## config.mk

```make
export PLATFORM = sky130hd
export DESIGN_NAME = clint_arbiter
export DESIGN_NICKNAME = d
export VERILOG_FILES = /design/src/rtl/clint_arbiter.sv
export SDC_FILE = /design/constraint.sdc
export NUM_CORES = 1
export LEC_CHECK = 0
export ABC_AREA = 1
export BUFFER_PORTS_ARGS = -buffer_cell sky130_fd_sc_hd__buf_4
export CAP_MARGIN = 10
export CORE_UTILIZATION = 52
export DETAILED_ROUTE_END_ITERATION = 7
export GPL_ROUTABILITY_DRIVEN = 0
export PLACE_DENSITY = 0.76
export SKIP_CTS_REPAIR_TIMING = 1
export SLEW_MARGIN = 20
export SYNTH_ARGS = -nofsm -noshare
export SYNTH_HDL_FRONTEND = slang
export SYNTH_SLANG_ARGS = --single-unit
```

## constraint.sdc

```tcl
create_clock -name clk -period 1.9 [get_ports clk]
set_input_delay 0.095 -clock clk [delete_from_list [all_inputs] [get_ports clk]]
set_output_delay 0.095 -clock clk [all_outputs]
set_load 0.01 [all_outputs]
```

## src/rtl/clint_arbiter.sv

```systemverilog
//------------------------------------------------------------------------------
// Module      : clint_arbiter
// Description : Two-master round-robin arbiter in front of the single CLINT
//               register port. One access in flight at a time. A read of
//               mtime lo (word 0) also fetches mtime hi (word 1) into a
//               per-master shadow so the following word-1 read is tear-free.
// Revision    : 1.0 - initial release
//------------------------------------------------------------------------------
`timescale 1ns/1ps
`default_nettype none

module clint_arbiter #(
    parameter int SNAPSHOT = 1,
    parameter int NWORDS   = 5
) (
    input  logic        clk,
    input  logic        rst,
    // master 0: core data-side MMIO
    input  logic        m0_req,
    input  logic        m0_we,
    input  logic [2:0]  m0_addr,
    input  logic [31:0] m0_wdata,
    output logic [31:0] m0_rdata,
    output logic        m0_ack,
    output logic        m0_err,
    // master 1: debug / DMA
    input  logic        m1_req,
    input  logic        m1_we,
    input  logic [2:0]  m1_addr,
    input  logic [31:0] m1_wdata,
    output logic [31:0] m1_rdata,
    output logic        m1_ack,
    output logic        m1_err,
    // CLINT register port
    output logic        clint_en,
    output logic        clint_we,
    output logic [31:0] clint_addr,
    output logic [31:0] clint_wdata,
    input  logic [31:0] clint_rdata
);

    localparam logic [31:0] c_NWORDS = 32'(NWORDS);
    localparam logic        c_SNAP   = (SNAPSHOT != 0);

    typedef enum logic [1:0] {
        S_IDLE   = 2'd0,
        S_ACC    = 2'd1,
        S_ACC_HI = 2'd2,
        S_RESP   = 2'd3
    } state_t;

    state_t      r_state;
    logic        r_sel;          // master owning the current access
    logic        r_last;         // master granted last; tie goes to the other one
    logic        r_we;
    logic [2:0]  r_addr;
    logic [31:0] r_wdata;
    logic        r_err;
    logic        r_snap;         // read of mtime lo with hi fetch into shadow
    logic        r_hit;          // read of mtime hi served from shadow
    logic [31:0] r_resp;         // captured lo word or shadow value
    logic [1:0]  r_shv;          // shadow valid, one bit per master
    logic [31:0] r_shadow0;
    logic [31:0] r_shadow1;
    logic        r_ack0;
    logic        r_ack1;
    logic        r_err0;
    logic        r_err1;
    logic        r_clint_en;
    logic        r_clint_we;
    logic [31:0] r_clint_addr;
    logic [31:0] r_clint_wdata;

    logic        w_pick;
    logic        w_we;
    logic [2:0]  w_addr;
    logic [31:0] w_wdata;
    logic        w_bad;
    logic        w_snap;
    logic        w_hit;
    logic [31:0] w_resp_data;

    // Winner selection and request decode for the IDLE sample cycle
    always_comb begin
        w_pick  = (m0_req && m1_req) ? ~r_last : m1_req;
        w_we    = w_pick ? m1_we    : m0_we;
        w_addr  = w_pick ? m1_addr  : m0_addr;
        w_wdata = w_pick ? m1_wdata : m0_wdata;
        w_bad   = ({29'd0, w_addr} >= c_NWORDS);
        w_snap  = c_SNAP && !w_we && !w_bad && (w_addr == 3'd0);
        w_hit   = !w_we && !w_bad && (w_addr == 3'd1) && r_shv[w_pick];
    end

    // Response data source: zero for writes/errors, held register for
    // snapshot/shadow reads, otherwise the CLINT's registered read data
    always_comb begin
        w_resp_data = '0;
        if (!r_we && !r_err) begin
            w_resp_data = (r_snap || r_hit) ? r_resp : clint_rdata;
        end
    end

    // Arbitration FSM with registered CLINT-port and acknowledge outputs
    always_ff @(posedge clk) begin
        if (rst) begin
            r_state       <= S_IDLE;
            r_sel         <= 1'b0;
            r_last        <= 1'b1;
            r_we          <= 1'b0;
            r_addr        <= '0;
            r_wdata       <= '0;
            r_err         <= 1'b0;
            r_snap        <= 1'b0;
            r_hit         <= 1'b0;
            r_resp        <= '0;
            r_shv         <= 2'b00;
            r_shadow0     <= '0;
            r_shadow1     <= '0;
            r_ack0        <= 1'b0;
            r_ack1        <= 1'b0;
            r_err0        <= 1'b0;
            r_err1        <= 1'b0;
            r_clint_en    <= 1'b0;
            r_clint_we    <= 1'b0;
            r_clint_addr  <= '0;
            r_clint_wdata <= '0;
        end else begin
            r_ack0 <= 1'b0;
            r_ack1 <= 1'b0;
            r_err0 <= 1'b0;
            r_err1 <= 1'b0;
            case (r_state)
                S_IDLE: begin
                    if (m0_req || m1_req) begin
                        r_sel   <= w_pick;
                        r_we    <= w_we;
                        r_addr  <= w_addr;
                        r_wdata <= w_wdata;
                        r_err   <= w_bad;
                        r_snap  <= w_snap;
                        r_hit   <= w_hit;
                        if (w_hit) begin
                            // shadow hit: answer next cycle without touching the CLINT
                            r_resp  <= w_pick ? r_shadow1 : r_shadow0;
                            r_ack0  <= ~w_pick;
                            r_ack1  <= w_pick;
                            r_state <= S_RESP;
                        end else begin
                            r_clint_en    <= ~w_bad;
                            r_clint_we    <= ~w_bad & w_we;
                            r_clint_addr  <= w_bad ? 32'd0 : {29'd0, w_addr};
                            r_clint_wdata <= w_bad ? 32'd0 : w_wdata;
                            r_state       <= S_ACC;
                        end
                    end
                end
                S_ACC: begin
                    // any write may change mtime, so no shadow can be trusted
                    if (r_we) begin
                        r_shv <= 2'b00;
                    end
                    if (r_snap) begin
                        r_clint_en    <= 1'b1;
                        r_clint_we    <= 1'b0;
                        r_clint_addr  <= 32'd1;
                        r_clint_wdata <= '0;
                        r_state       <= S_ACC_HI;
                    end else begin
                        r_clint_en    <= 1'b0;
                        r_clint_we    <= 1'b0;
                        r_clint_addr  <= '0;
                        r_clint_wdata <= '0;
                        r_ack0        <= ~r_sel;
                        r_ack1        <= r_sel;
                        r_err0        <= ~r_sel & r_err;
                        r_err1        <= r_sel & r_err;
                        r_state       <= S_RESP;
                    end
                end
                S_ACC_HI: begin
                    // clint_rdata now carries mtime lo from the ACC access
                    r_resp        <= clint_rdata;
                    r_clint_en    <= 1'b0;
                    r_clint_we    <= 1'b0;
                    r_clint_addr  <= '0;
                    r_clint_wdata <= '0;
                    r_ack0        <= ~r_sel;
                    r_ack1        <= r_sel;
                    r_state       <= S_RESP;
                end
                S_RESP: begin
                    r_last <= r_sel;
                    if (r_snap) begin
                        // clint_rdata now carries mtime hi from the ACC_HI access
                        if (r_sel) begin
                            r_shadow1 <= clint_rdata;
                        end else begin
                            r_shadow0 <= clint_rdata;
                        end
                        r_shv[r_sel] <= 1'b1;
                    end
                    if (r_hit) begin
                        r_shv[r_sel] <= 1'b0;
                    end
                    r_state <= S_IDLE;
                end
                default: r_state <= S_IDLE;
            endcase
        end
    end

    assign m0_ack      = r_ack0;
    assign m1_ack      = r_ack1;
    assign m0_err      = r_err0;
    assign m1_err      = r_err1;
    assign m0_rdata    = r_ack0 ? w_resp_data : 32'd0;
    assign m1_rdata    = r_ack1 ? w_resp_data : 32'd0;
    assign clint_en    = r_clint_en;
    assign clint_we    = r_clint_we;
    assign clint_addr  = r_clint_addr;
    assign clint_wdata = r_clint_wdata;

endmodule

`default_nettype wire
```

==> impl_metrics.tcl <==
set metrics [dict create \
    synth_edf_count 0 \
    cts_max_level 4 \
    power_density_mw_per_mm2 904 \
    dpl-instance-area_mm2 0.00982 \
    clk_latency_ns 0.42 \
    detail-route-antenna-nets 0 \
    setup_viol 0 \
    dp_slack_ns -0.0131 \
    numCtsBuffers 17 \
    die_x_um 127 \
    portBuffers 212 \
    wl_per_cell_um 13.2 \
    muxShareOfSynthArea_pct 0 \
    total_power_mw 9.72 \
    route.detailed.drc 0 \
    synthSimpleGateAreaFrac_pct 28.9 \
    synthAdderAreaFrac_pct 0.620 \
    synth_compound_area_share_pct 20.0 \
    drv_slew 0 \
    num_vias 8508 \
    synth.avg_cell_area_um2 6.31 \
    multi_input_area_mm2 0.00417 \
    r2r_start "r_last" \
    cp-start-kind "flop" \
    fin_worst_hold_slack_ns -0.0104 \
    synth_cell_types 28 \
    violations "hold timing" \
    grt_util_all_layers_pct 25.9 \
    path_clk_slew_ns 0.06 \
    final-seq-area_mm2 0.00295 \
    drv_cap 0 \
    cp_max_fo 21 \
    numClockSinks 147 \
    tritoncts "built" \
    dp.cells 1612 \
    synth.ff_latch_count 147 \
    reg2reg_depth 11 \
    setup_slack_ns 0.0959 \
    layout.cells.non_filler 1664 \
    reg2reg_slack_ns 0.1 \
    cp_common_cell "nand2_1" \
    cts_max_path_buffers 2 \
    final.min_clock_period_ns 1.80 \
    crit_type "flop to flop" \
    dieArea_mm2 0.0160 \
    core_area_mm2 0.0152 \
    p_leak_nw 5.11 \
    avgViaCountPerCell 5.11 \
    nets 1575 \
    ir_worst_vdd_mv 0.598 \
    area_delta_synth_final_pct 33.2 \
    drt_iter0_markers 617 \
    synth_top_flop_cell "dfxtp_1" \
    grt_pass1_vias 7136 \
    r2r-end "clint_wdata[0]" \
    hold_start "clint_rdata[28]" \
    synth_area_mm2 0.00807 \
    wirelength_um 21900 \
    min_path_type "primary input to flop" \
    crit_arrival_ns 2.11 \
    antenna_found_initial 0 \
    ioPinCount 242 \
    end_kind "flop" \
    fin_tns_setup_ns 0 \
    synth_top_family_by_area "simple AND/OR/NAND/NOR gates" \
    yosysSeqAreaShare_pct 36.4 \
    outcome "finished with violations" \
    root_buffer "clkbuf_16" \
    n_antenna_cell 0 \
    grt_pass1_wl_um 33900 \
    max_freq_mhz 554 \
    rows 45 \
    initial_utilization_pct 53.1 \
    synthXorXnorAreaFrac_pct 0 \
    min_to "r_shadow1[28]" \
    drive_gt1_share_pct 20.8 \
    synthCells 1279 \
    hold_depth 3 \
    async_flop_share_pct 0 \
    drt-pass1-iter-count 5 \
    cpPeakStageDelay_ns 0.37 \
    fin_area_mm2 0.0108 \
    overflow 0 \
    n_fill_cell 1304 \
    crit_slowest_cell "dfxtp_1" \
    fin_skew_ns 0.00818 \
    path_cells "nand2_4 -> nand2_8 -> nand2_1 -> nand2_1 -> nand3_2 -> o21bai_4 -> buf_4 -> clkbuf_16 -> nand3b_1 -> nand2_1 -> nor2_1" \
    period_share_pct 95.0 \
    grt_max_degree 65 \
    yosysWarningCount 0 \
    hpwlAfterDp_um 13700 \
    hold_viol 21 \
    required_ns 2.21 \
    crit_start "r_last" \
    die_h_um 127 \
]
per-layer routing:
| metal | part of all wire, % | track usage [%] | routed length (um) |
|---|---|---|---|
| met1 | 45 | 33.3 | 9880 |
| met2 | 48 | 43.9 | 10400 |
| met3 | 6.1 | 5.44 | 1340 |
| met4 | 1.1 | 7.30 | 240 |
| met5 | 0 | 0 | 0 |
flip-flops by register name, summed over array words and instances, names as in the netlist, 2 cells and up:
name,flops
clint_wdata,32
r_resp,32
r_shadow0,32
r_shadow1,32
clint_addr,3
r_shv,2
r_state,2
worst max path at each step:
stage	endpoint	slack [ns]	cells after the start
2_1_floorplan	clint_wdata[23]	0.19	11
3_3_place_gp	r_resp[22]	0.04	9
3_5_place_dp	r_resp[0]	-0.01	9
4_1_cts	m1_rdata[17]	-0.14	7
5_1_grt	r_resp[9]	-0.009	10
6_report	clint_wdata[0]	0.1	11
critical path: cells and delay by family, from the launching register on:
family	cells	cell delay [ns]
AO/OA/AOI/OAI	1	0.21
buffers and inverters	2	0.34
flip-flops	1	0.37
AND/OR/NAND/NOR	8	0.78
cells by family (layout without fill, tap and decap cells):
family | Yosys count | after routing
buffers and inverters | 258 | 426
other | 1 | 29
flip-flops | 147 | 147
AO/OA/AOI/OAI | 302 | 302
AND/OR/NAND/NOR | 567 | 568
adder cells (fa/ha/maj) | 4 | 4
where the power goes:
| group | switching, mW | internal (mW) |
|---|---|---|
| combinational | 1.46 | 1.14 |
| clock | 1.31 | 2.37 |
| sequential | 0.116 | 3.32 |
cell type report:
| type | count | share of cell area, % |
|---|---|---|
| Timing Repair Buffer | 258 | 20.8 |
| Multi-Input combinational cell | 903 | 38.8 |
| Inverter | 136 | 4.76 |
| Tap cell | 188 | 2.19 |
| Sequential cell | 147 | 27.4 |
| Clock inverter | 13 | 1.92 |
| Clock buffer | 19 | 4.12 |
metrics by stage:
stage	hold WS [ns]	util, %
final	-0.0104	70.7
after global routing	0.00213	70.7
after CTS	-0.130	68.9
after detailed placement	0.318	64.6
after global placement	0.307	64.6
after floorplan	0.164	-
layout by cell type, fill, tap and decap left out, types with 5 or more instances in the layout:
cell type,Yosys,layout
o21ai_0,135,135
buf_4,33,228
inv_1,130,128
nand2_2,5,6
a21oi_1,128,128
nor2_1,176,174
dlygate4sd3_1,0,9
clkbuf_16,0,21
inv_2,4,5
bufinv_16,0,5
nand3_1,55,53
conb_1,1,29
buf_12,0,17
o211ai_1,32,32
dfxtp_1,147,145
nand2_1,299,297
nand3b_1,22,22
Yosys cell counts (2+ instances only):
library cell	count	share of area (%)
ha_1	4	0.62
o21ai_0	135	8.4
clkinv_1	2	0.093
nor2_1	176	8.2
dfxtp_1	147	36
a21oi_1	128	7.9
nand3_2	2	0.25
buf_2	19	1.2
nor3_1	2	0.12
o211ai_1	32	3.0
nand3_1	55	3.4
clkbuf_1	66	3.1
buf_6	2	0.28
inv_2	4	0.19
buf_1	2	0.093
a31oi_1	4	0.31
nand3b_1	22	2.0
nand2_1	299	14
inv_1	130	6.0
nand4_1	4	0.31
nand2_2	5	0.39
buf_4	33	3.1
Note: power is estimated with default switching activity, not from simulation.
